===== config.mk =====
export PLATFORM = sky130hd
export DESIGN_NAME = rv32i_inst_encoder
export DESIGN_NICKNAME = d
export VERILOG_FILES = /design/src/rtl/rv32i_inst_encoder.sv
export SDC_FILE = /design/constraint.sdc
export NUM_CORES = 1
export LEC_CHECK = 0
export CAP_MARGIN = 5
export CORE_AREA = 2 2 96 144
export DETAILED_ROUTE_END_ITERATION = 8
export DIE_AREA = 0 0 98 146
export MAX_ROUTING_LAYER = met4
export SLEW_MARGIN = 20
export SYNTH_ARGS = -nofsm -noshare
export SYNTH_HDL_FRONTEND = slang
export SYNTH_SLANG_ARGS = --single-unit

===== constraint.sdc =====
create_clock -name clk -period 6.45 [get_ports clk]
set_input_delay 1.935 -clock clk [delete_from_list [all_inputs] [get_ports clk]]
set_output_delay 1.935 -clock clk [all_outputs]
set_load 0.05 [all_outputs]

===== src/rtl/rv32i_inst_encoder.sv =====
`default_nettype none
// +--------------------------------------------------------------------------+
// | rv32i_inst_encoder: two-stage RV32I field-bundle to instruction encoder.  |
// | Define RV32I_ENCODER_CHECK_EN to flag unencodable bundles on out_err.     |
// | Revision: 1.0                                                             |
// +--------------------------------------------------------------------------+
module rv32i_inst_encoder (
  input  logic        clk,
  input  logic        rst,
  input  logic        in_valid,
  output logic        in_ready,
  input  logic [6:0]  in_opcode,
  input  logic [4:0]  in_rd,
  input  logic [4:0]  in_rs1,
  input  logic [4:0]  in_rs2,
  input  logic [2:0]  in_funct3,
  input  logic [6:0]  in_funct7,
  input  logic [31:0] in_imm,
  output logic        out_valid,
  input  logic        out_ready,
  output logic [31:0] out_inst,
  output logic        out_err
);

  localparam logic [6:0] C_OP_OP     = 7'h33;
  localparam logic [6:0] C_OP_IMM    = 7'h13;
  localparam logic [6:0] C_OP_LOAD   = 7'h03;
  localparam logic [6:0] C_OP_JALR   = 7'h67;
  localparam logic [6:0] C_OP_SYSTEM = 7'h73;
  localparam logic [6:0] C_OP_FENCE  = 7'h0F;
  localparam logic [6:0] C_OP_STORE  = 7'h23;
  localparam logic [6:0] C_OP_LUI    = 7'h37;
  localparam logic [6:0] C_OP_AUIPC  = 7'h17;
  localparam logic [6:0] C_OP_JAL    = 7'h6F;
  localparam logic [6:0] C_OP_BRANCH = 7'h63;

  typedef enum logic [2:0] {
    FMT_R  = 3'd0,
    FMT_I  = 3'd1,
    FMT_SH = 3'd2,
    FMT_S  = 3'd3,
    FMT_U  = 3'd4,
    FMT_J  = 3'd5,
    FMT_B  = 3'd6,
    FMT_X  = 3'd7
  } fmt_e;

  function automatic fmt_e classify(input logic [6:0] op, input logic [2:0] f3);
    fmt_e f;
    case (op)
      C_OP_OP:     f = FMT_R;
      C_OP_IMM:    f = (f3 == 3'd1 || f3 == 3'd5) ? FMT_SH : FMT_I;
      C_OP_LOAD,
      C_OP_JALR,
      C_OP_SYSTEM,
      C_OP_FENCE:  f = FMT_I;
      C_OP_STORE:  f = FMT_S;
      C_OP_LUI,
      C_OP_AUIPC:  f = FMT_U;
      C_OP_JAL:    f = FMT_J;
      C_OP_BRANCH: f = FMT_B;
      default:     f = FMT_X;
    endcase
    return f;
  endfunction

  // Stage 1 state
  logic        s1_valid_q, s1_valid_d;
  logic [6:0]  s1_op_q,    s1_op_d;
  logic [4:0]  s1_rd_q,    s1_rd_d;
  logic [4:0]  s1_rs1_q,   s1_rs1_d;
  logic [4:0]  s1_rs2_q,   s1_rs2_d;
  logic [2:0]  s1_f3_q,    s1_f3_d;
  logic [6:0]  s1_f7_q,    s1_f7_d;
  logic [31:0] s1_imm_q,   s1_imm_d;
  fmt_e        s1_fmt_q,   s1_fmt_d;

  // Stage 2 state
  logic        out_valid_q, out_valid_d;
  logic [31:0] out_inst_q,  out_inst_d;
  logic        out_err_q,   out_err_d;

  logic        s2_can_load;
  logic [31:0] enc_inst;
  logic        enc_err;

  assign s2_can_load = !out_valid_q || out_ready;
  assign in_ready    = !s1_valid_q || s2_can_load;
  assign out_valid   = out_valid_q;
  assign out_inst    = out_inst_q;
  assign out_err     = out_err_q;

  always_comb begin
    s1_valid_d = s1_valid_q;
    s1_op_d    = s1_op_q;
    s1_rd_d    = s1_rd_q;
    s1_rs1_d   = s1_rs1_q;
    s1_rs2_d   = s1_rs2_q;
    s1_f3_d    = s1_f3_q;
    s1_f7_d    = s1_f7_q;
    s1_imm_d   = s1_imm_q;
    s1_fmt_d   = s1_fmt_q;
    if (in_ready) begin
      s1_valid_d = in_valid;
    end
    if (in_valid && in_ready) begin
      s1_op_d  = in_opcode;
      s1_rd_d  = in_rd;
      s1_rs1_d = in_rs1;
      s1_rs2_d = in_rs2;
      s1_f3_d  = in_funct3;
      s1_f7_d  = in_funct7;
      s1_imm_d = in_imm;
      s1_fmt_d = classify(in_opcode, in_funct3);
    end
  end

  // Unknown opcodes fall through to the I-type packing.
  always_comb begin
    enc_inst = '0;
    case (s1_fmt_q)
      FMT_R:  enc_inst = {s1_f7_q, s1_rs2_q, s1_rs1_q, s1_f3_q, s1_rd_q, s1_op_q};
      FMT_SH: enc_inst = {s1_f7_q, s1_imm_q[4:0], s1_rs1_q, s1_f3_q, s1_rd_q, s1_op_q};
      FMT_S:  enc_inst = {s1_imm_q[11:5], s1_rs2_q, s1_rs1_q, s1_f3_q,
                          s1_imm_q[4:0], s1_op_q};
      FMT_U:  enc_inst = {s1_imm_q[31:12], s1_rd_q, s1_op_q};
      FMT_J:  enc_inst = {s1_imm_q[20], s1_imm_q[10:1], s1_imm_q[11],
                          s1_imm_q[19:12], s1_rd_q, s1_op_q};
      FMT_B:  enc_inst = {s1_imm_q[12], s1_imm_q[10:5], s1_rs2_q, s1_rs1_q, s1_f3_q,
                          s1_imm_q[4:1], s1_imm_q[11], s1_op_q};
      default: enc_inst = {s1_imm_q[11:0], s1_rs1_q, s1_f3_q, s1_rd_q, s1_op_q};
    endcase
  end

`ifdef RV32I_ENCODER_CHECK_EN
  logic imm12_ok;
  logic imm13_ok;
  logic imm21_ok;

  assign imm12_ok = (s1_imm_q[31:11] == {21{s1_imm_q[11]}});
  assign imm13_ok = (s1_imm_q[31:12] == {20{s1_imm_q[12]}}) && !s1_imm_q[0];
  assign imm21_ok = (s1_imm_q[31:20] == {12{s1_imm_q[20]}}) && !s1_imm_q[0];

  always_comb begin
    enc_err = 1'b0;
    case (s1_fmt_q)
      FMT_I,
      FMT_S:  enc_err = !imm12_ok;
      FMT_SH: enc_err = !imm12_ok || (s1_imm_q[11:5] != 7'd0);
      FMT_U:  enc_err = (s1_imm_q[11:0] != 12'd0);
      FMT_J:  enc_err = !imm21_ok;
      FMT_B:  enc_err = !imm13_ok;
      FMT_X:  enc_err = 1'b1;
      default: enc_err = 1'b0;
    endcase
  end
`else
  assign enc_err = 1'b0;
`endif

  always_comb begin
    out_valid_d = out_valid_q;
    out_inst_d  = out_inst_q;
    out_err_d   = out_err_q;
    if (s2_can_load) begin
      out_valid_d = s1_valid_q;
      if (s1_valid_q) begin
        out_inst_d = enc_err ? 32'h0000_0000 : enc_inst;
        out_err_d  = enc_err;
      end
    end
  end

  always_ff @(posedge clk or posedge rst) begin
    if (rst) begin
      s1_valid_q  <= 1'b0;
      s1_op_q     <= '0;
      s1_rd_q     <= '0;
      s1_rs1_q    <= '0;
      s1_rs2_q    <= '0;
      s1_f3_q     <= '0;
      s1_f7_q     <= '0;
      s1_imm_q    <= '0;
      s1_fmt_q    <= FMT_I;
      out_valid_q <= 1'b0;
      out_inst_q  <= '0;
      out_err_q   <= 1'b0;
    end else begin
      s1_valid_q  <= s1_valid_d;
      s1_op_q     <= s1_op_d;
      s1_rd_q     <= s1_rd_d;
      s1_rs1_q    <= s1_rs1_d;
      s1_rs2_q    <= s1_rs2_d;
      s1_f3_q     <= s1_f3_d;
      s1_f7_q     <= s1_f7_d;
      s1_imm_q    <= s1_imm_d;
      s1_fmt_q    <= s1_fmt_d;
      out_valid_q <= out_valid_d;
      out_inst_q  <= out_inst_d;
      out_err_q   <= out_err_d;
    end
  end

endmodule
`default_nettype wire

======== Word level (Yosys, flattened, before mapping) ========
Cells that the tools add are included.
word-level totals
  register bits ........................... 101
  output and inout port bits .............. 35
  logic and storage cells ................. 42
operators by class
  equal/unequal tests ..................... 18
  reduce and logical (&&, ||, !) cells .... 10
  multiplexer cells ....................... 3
operators with widths
  kind                                                                    count
  32-bit case mux with 6 select lines                                     1
  7-bit equality test (second input constant)                             4
  7-bit by 6-bit equality test with 1-bit output (second input constant)  3
  3-bit case mux with 7 select lines                                      1
  7-bit by 5-bit equality test with 1-bit output (second input constant)  2
  3-bit equality test (second input constant)                             4
  7-bit by 2-bit equality test with 1-bit output (second input constant)  1
  7-bit by 4-bit equality test with 1-bit output (second input constant)  1
  3-bit by 2-bit equality test with 1-bit output (second input constant)  2
  4-bit OR reduction                                                      1
  3-bit by 1-bit equality test with 1-bit output (second input constant)  1
  3-bit zero test                                                         1
  1-bit logical OR                                                        3
  1-bit zero test                                                         2
  2-bit 2-to-1 mux                                                        1
  2-bit AND reduction                                                     1
  2-bit OR reduction                                                      1
  1-bit logical AND                                                       1

======== Longest topological paths before layout ========
Gate-level depths: netlist of run 1.
  depth after elaboration ................. 4
  gate-level depth with buffers ........... 7

======== Least setup slack after synthesis of run 1 ========
No wires, ideal clock.
  kind .................................... in2out
  start point ............................. input port out_ready
  end point ............................... output port in_ready
  cell stages on the path ................. 1
  setup slack ............................. 2.081 ns
  required time ........................... 4.515 ns
  arrival ................................. 2.434 ns
  buffers on the path ..................... 0
  path through ............................ nand3b_1
between the ends
  longest elaborated chain between the ends .. 2
RTL lines
  element             RTL line  source
  start: declaration  20        input logic out_ready,
  1-bit logical OR    87        assign s2_can_load = !out_valid_q || out_ready;
  1-bit logical OR    88        assign in_ready = !s1_valid_q || s2_can_load;
  end: declaration    11        output logic in_ready,
Every way passes these cells.

======== Final worst setup path of run 1 ========
Ends and elaborated chain as after synthesis.

==> results of run 1 <==
==> report_power, final <==
group	total (W)	internal (W)	switching [W]
sequential	0.000801	0.000734	0.0000667
combinational	0.000495	0.000185	0.000311
clock	0.000599	0.000346	0.000253
total	0.00190	0.00127	0.000630
==> synthesized netlist by cell type, drive strengths merged (3+ instances only) <==
| master | number |
|---|---|
| nand2 | 218 |
| dfrtp | 100 |
| o21ai | 25 |
| buf | 21 |
| mux2i | 16 |
| nor2 | 12 |
| a21oi | 9 |
| mux2 | 9 |
| clkbuf | 8 |
| o22ai | 8 |
| nand2b | 7 |
| o22a | 7 |
| a221oi | 4 |
| a31oi | 4 |
| and2 | 3 |
| inv | 3 |
==> sequential cells by signal (all words and copies together), names as in the netlist <==
register	cells
out_inst	32
s1_imm_q	32
s1_f7_q	7
s1_op_q	7
s1_rd_q	5
s1_rs1_q	5
s1_rs2_q	5
s1_f3_q	3
s1_fmt_q	3
out_valid	1
s1_valid_q	1
==> critical path, stage by stage <==
cell and delay, ps:
clkdlybuf4s50_1 460, nand3b_1 190, clkdlybuf4s50_1 830
==> per-layer routing <==
layer | GRT usage | vias to the layer above | part of all wire
met2 | 0.293 | 72 | 0.54
met4 | 0.0771 | 0 | 0.026
met5 | - | - | 0
met3 | 0.0183 | 16 | 0.030
met1 | 0.189 | 1698 | 0.41
li1 | - | 1735 | -
==> cell usage in the layout (no fill, tap or decap), drive strengths merged, types with 2 or more instances in the layout <==
cell | Yosys | final
nand2 | 218 | 218
clkdlybuf4s50 | 0 | 101
dfrtp | 100 | 100
o21ai | 25 | 25
mux2i | 16 | 16
nor2 | 12 | 12
a21oi | 9 | 9
clkbuf | 8 | 9
mux2 | 9 | 9
o22ai | 8 | 8
o22a | 7 | 7
nand2b | 7 | 7
inv | 3 | 7
a31oi | 4 | 4
a221oi | 4 | 4
buf | 21 | 3
and2 | 3 | 3
xor2 | 2 | 2
nand3b | 2 | 2
a21o | 2 | 2
nor3 | 2 | 2
nor2b | 2 | 2
bufinv | 0 | 2
==> final timing paths <==
check / start / to / slack, ps / depth (start not counted)
max: out_ready / in_ready / 1100 / 3
max in group asynchronous: rst / s1_rs2_q[2] / 3320 / 3
min in group asynchronous: rst / out_valid / 2020 / 2
max reg2reg: s1_fmt_q[2] / out_inst[31] / 4290 / 4
min reg2reg: s1_op_q[3] / out_inst[3] / 460 / 2
min: s1_op_q[3] / out_inst[3] / 460 / 2
==> cell type report <==
type	instances	area, um^2	share of cell area
Tap cell	159	199	0.0341
Inverter	3	13.8	0.00236
Clock inverter	7	104	0.0178
Sequential cell	101	2530	0.434
Timing Repair Buffer	104	1030	0.177
Multi-Input combinational cell	345	1720	0.296
Clock buffer	9	225	0.0387
==> metrics by stage <==
stage	power (W)	hold slack [ps]	util	cells
2_1_floorplan	0.00113	433	-	478
3_3_place_gp	0.00130	446	0.424	712
3_5_place_dp	0.00132	447	0.424	712
4_1_cts	0.00192	464	0.449	728
5_1_grt	0.00199	494	0.450	728
6_report	0.00190	459	0.450	728
==> kinds of logic (layout without fill, tap and decap cells) <==
kind of cell | after synthesis | after routing | synth area share
other | 1 | 1 | 0.000843
buffers and inverters | 32 | 123 | 0.0464
and+or+nand+nor | 250 | 250 | 0.224
muxes | 25 | 25 | 0.0588
AOI/OAI and AO/OA | 66 | 66 | 0.0934
DFF | 101 | 101 | 0.569
xor gates and xnor gates | 3 | 3 | 0.00760
==> run summary, run 1 <==
The run finished with clean final reports. By area the synthesized netlist is led by dfrtp_1 (56%), nand2_1 (18%), mux2i_1 (3.6%), mux2_2 (2.0%), buf_6 (1.8%). The total number of yosys warnings came out at 0.

For the worst-skew pair, the clock arrives at the later sink with an insertion delay of 350 ps. The number of diodes came out at 0. The DRC violation total after the first TritonRoute iteration is 109. The width of the die is 98 um. The proportion of register bits with asynchronous set or reset after synthesis came out at 1.00. The flip-flop and latch count after synthesis is 101. The tree is rooted in a clkbuf_16.

The prevailing post-synth register cell is dfrtp_1. The post-synthesis cell type count is 42. The static leakage came out at 2.78 nW. The via count came out at 3521. The net count after synthesis came out at 546. The maximum clock frequency came out at 0.187 GHz. Adding up every negative setup slack in the final design gives 0 ps. STA classifies the critical path endpoint as an output port. The worst setup slack before clock tree synthesis is 1110 ps.

The first global-routing pass estimated 18600 um of wire. The aggregate routed wire length came out at 11000 um. The layout has 1286 filler cells. The count of TritonRoute iterations in the first routing pass is 4. The final-stage net count came out at 632. A synthesized cell averages 9.30 um^2. The clock period minus worst slack came out at 5350 ps.

The overall track demand over capacity in global routing is 0.167. The routed length per instance came out at 15.1 um. Setup repair after global routing left no endpoint under its margin.

The area fraction of the dominant cell type after synthesis came out at 0.563. Clock tree synthesis inserted a total of 9 buffers. The standard-cell row count is 51.

Entering global routing, the biggest net connects 59 pins. The synthesized instance count came out at 478. The effective utilization at floorplan is 0.343. The count of endpoints failing hold in the final timing report came to 0. The final max-slew violation count came out at 0. The placement-stage cell area is 5490 um^2.

Routability-driven placement finished with a final weighted congestion of 0.859. The routed via count divided by cell count came out at 4.84. The power density of the placed cells is 325 nW/um^2.

STA classifies the critical path startpoint as an input pin. The setup slack after layout is 1100 ps. The y dimension of the die is 146 um. From synthesis to final layout, the design area changed by 31.0%.

Along the worst path, the maximum fanout reaches 4. The share of final-layout standard cells stronger than drive strength 1 came out at 0.0633. The final cycle utilization of the critical path is 0.829.

The number of instances resized during post-cts repair came out at 0. The remaining antenna violation count is 0. The arrival time reported for the critical path endpoint is 3410 ps.

The placeable core region came out at 13000 um^2. Once the clock tree was built, the setup fixing pass inserted 0 buffers. The share of the Yosys chip area taken by registers is 0.569. The clock edge transition at the registers on the reported setup and hold paths is 70 ps. The level count of the clock H-tree is 3. For this run, design rule violations remaining after detail routing come to 0.

The total overflow left after global routing is 0. Measured against its own limit, the worst slew margin works out to 0.508. TritonCTS built the clock tree. The maximum clock skew at final layout is 10.5 ps. The biggest area contributor in the post-synthesis netlist is dfrtp_1. The number of maximum-capacitance violations came out at 0. The critical path is of the input pin to output port type.

The worst min-delay path class is flop to flop. The count of buffers from port buffering came out at 101. The transition time at the pin with the least slew margin is 737 ps.

The post-detailed-placement half-perimeter wirelength is 7680 um. The worst-case IR drop observed on VDD is 0.000113 V. Hold repair after CTS inserted 0 buffers.

The via count of the first global-routing pass is 3711. The post-route standard cell area excluding fillers came out at 5830 um^2. The count of pins on the block boundary came out at 103. The clock drives 101 sinks. The full die area is 14300 um^2. The number of enable flip-flop cells after synthesis came out at 0.

The clock passes through at most 2 buffers. Setup violations remaining at the end of the flow were counted as 0. The post-synthesis instance area came out at 4450 um^2. The data required time of the worst path is 4510 ps. The initial antenna violation count came out at 0.
Power figures use the tool's default switching activity.
==> inputs of run 2 (changes only) <==
==> constraint.sdc (replaced) <==
create_clock -name clk -period 4.86 [get_ports clk]
set_input_delay 1.458 -clock clk [delete_from_list [all_inputs] [get_ports clk]]
set_output_delay 1.458 -clock clk [all_outputs]
set_load 0.05 [all_outputs]
==> run summary, run 2 (synthesized netlist as in run 1, its figures left out) <==
The maximum clock skew at final layout is 4.80 ps (-5.71 ps). The remaining antenna violation count is 0 (unchanged). The delay of the slowest cell on the worst path is 830 ps (about the same). The DRC violation total after the first TritonRoute iteration is 108 (-0.92%).

The share of power burned in combinational logic came out at 0.270 (+0.009). The count of endpoints failing setup in the final report came out at 0 (unchanged). The run finished with clean final reports. Timing would allow up to 0.228 GHz. The worst-path maximum fanout is 4 (unchanged). The y dimension of the die came out at 146 um (unchanged). The cell that appears most often on the critical path is clkdlybuf4s50_1. The final-layout setup total negative slack is 0 ps (unchanged). The count of pins on the block boundary was 103 (unchanged).

The number of diodes is 0 (unchanged). The overall power after layout came out at 0.00244 W (+28%). The post-layout instance count excluding filler cells is 730 (+0.27%). The via count is 3515 (-0.17%).

The routed length per instance is 14.8 um (-2.3%). CTS placed an instance of clkbuf_16 at the clock tree root. The number of maximum-capacitance violations was 0 (unchanged). The layout filler cell count is 1307 (+1.6%). The sequential standard cell area is 2530 um^2 (unchanged).

The number of sinks driven by the clock tree came out at 101 (unchanged). The power density of the placed cells is 419 nW/um^2 (+29%). The standard-cell row count came out at 51 (unchanged). The clock period minus worst slack is 4390 ps. The part of the total power dissipated in the clock network is 0.294 (-0.022).

The via count of the first global-routing pass came to 3730 (+0.51%). The static leakage was 2.77 nW (-0.55%). On the critical path the largest part of the delay comes from buffers and inverters. The count of endpoints failing hold in the final timing report came out at 0 (unchanged). On the critical path, the stage with the largest delay is an instance of clkdlybuf4s50_1. The placeable core region is 13000 um^2 (unchanged). The maximum buffer depth of the clock tree came out at 2 (unchanged).

The count of TritonRoute iterations in the first routing pass was 4 (unchanged). The area growth from synthesis to layout is 30.6%. The effective utilization at floorplan is 0.343 (unchanged). The worst min-delay path class is flop to flop. The switching share of total power came out at 0.334 (+0.00167). The clock edge transition at the registers on the reported setup and hold paths came out at 60 ps (about the same). The pin count of the biggest net entering global routing is 69 (+17%). The final cycle utilization of the critical path came out at 0.903. Setup repair after global routing left no endpoint under its margin. The peak supply drop came out at 0.000170 V (+50%). The global-route wire length before repair came out at 18300 um (-1.6%).

The library cell used most frequently in the layout, excluding fill and tap cells, is nand2_1. The count of buffering cells on the critical path with inverters included is 2 (unchanged). The transition time at the pin with the least slew margin came out at 1000 ps (+266 ps). The post-CTS setup-driven buffer insertion count came out at 0 (unchanged). In the layout the commonest cells are nand2_1 (216), clkdlybuf4s50_1 (101), dfrtp_1 (100). The worst setup path is launched from an input pin. The final max-slew violation count came to 0 (unchanged). The data required time of the worst path is 3400 ps (-1110 ps). The worst setup path is captured at an output port. The share of final-layout standard cells stronger than drive strength 1 was 0.0648 (+0.00153). The routed via count divided by cell count came out at 4.82 (-0.44%). The cell total after placement is 714 (+0.28%). The final-stage net count came out at 634 (+0.32%). The clock latency on the worst-skew pair is 340 ps (about the same). The total CTS buffers was 9 (unchanged). The worst hold-check slack came to 464 ps (+4.75 ps).

The initial antenna violation count came out at 0 (unchanged). The hold-fix buffer count after cts is 0 (unchanged). The remaining global-route overflow came out at 0 (unchanged). The aggregate routed wire length is 10800 um (-2.1%). The arrival time reported for the critical path endpoint is 2930 ps (-480 ps). The level count of the clock H-tree came to 3 (unchanged).

TritonCTS built the clock tree. The detailed-route DRC error count is 0 (unchanged). The power dissipated by switching net loads is 0.000814 W (+29%).

The full die area came out at 14300 um^2 (unchanged). The multi-input gate area in the final layout came out at 1720 um^2 (-0.22%). The width of the die was 98 um (unchanged). The count of buffers from port buffering is 101 (unchanged). The number of instances resized during post-cts repair is 0 (unchanged).

The part of the total power dissipated in sequential elements came out at 0.437 (+0.015). The worst-case headroom to the max-slew limit came out at 0.331 (-0.177). Walking the worst path, the cells encountered are clkdlybuf4s50_1, nand3b_1, clkdlybuf4s50_1. The internal power came out at 0.00162 W (+28%). The overall track demand over capacity in global routing came out at 0.164 (-0.00317). The last weighted congestion value of the routability-driven placer is 0.807 (-6.1%).

The post-detailed-placement half-perimeter wirelength is 7660 um (-0.20%). By startpoint and endpoint, the worst setup path is classified as input pin to output port.
run 2: changes by cell type in the layout (fill, tap and decap cells not counted), sizes merged:
cell / before / now
clkinvlp: 0 / 3
inv: 7 / 4
buf: 3 / 5
bufinv: 2 / 1
clkinv: 1 / 2
run 2: stage by stage:
step                utilization  area (um^2)  worst slack [ps]
CTS                       0.448         5810               463
finish                    0.448         5810               473
global route              0.448         5810               412
detailed placement        0.425         5510               468
global placement          0.425         5510               485
floorplan                     -         4450               757
run 2: worst paths after layout:
path | cells after the start | slack, ps | start | to
min in group asynchronous | 2 | 1650 | rst | out_valid
max | 3 | 470 | out_ready | in_ready
min | 2 | 460 | s1_op_q[6] | out_inst[6]
max in group asynchronous | 3 | 2430 | rst | s1_imm_q[26]
max reg2reg | 4 | 2420 | s1_fmt_q[2] | out_inst[31]
min reg2reg | 2 | 460 | s1_op_q[6] | out_inst[6]
run 2: layout make-up:
class,count,area share
tap,159,0.0343
clock buffer,9,0.0388
clock inverter,7,0.0129
multi-input combinational,345,0.296
sequential,101,0.435
timing repair buffer,106,0.181
inverter,3,0.00237
run 2: worst reg2reg max path: stages, from the launching register on:
cell      delay [ps]
dfrtp_1          810
nand2b_1         730
mux2_1           540
a21oi_1          160
o21ai_1           70
run 2: per-layer routing:
metal | vias to the layer above | wire [um] | GRT usage
met1 | 1703 | 4390 | 0.183
met2 | 70 | 5860 | 0.291
li1 | 1729 | - | -
met4 | 0 | 172 | 0.0549
met5 | - | 0 | -
met3 | 13 | 355 | 0.0317
run 2: power by group through the flow:
stage / clock network, W / logic (W) / registers, W
global placement: 0 / 0.000657 / 0.00107
detailed placement: 0 / 0.000667 / 0.00108
floorplan: 0 / 0.000230 / 0.00126
global route: 0.000770 / 0.000710 / 0.00108
finish: 0.000715 / 0.000657 / 0.00106
CTS: 0.000734 / 0.000669 / 0.00106
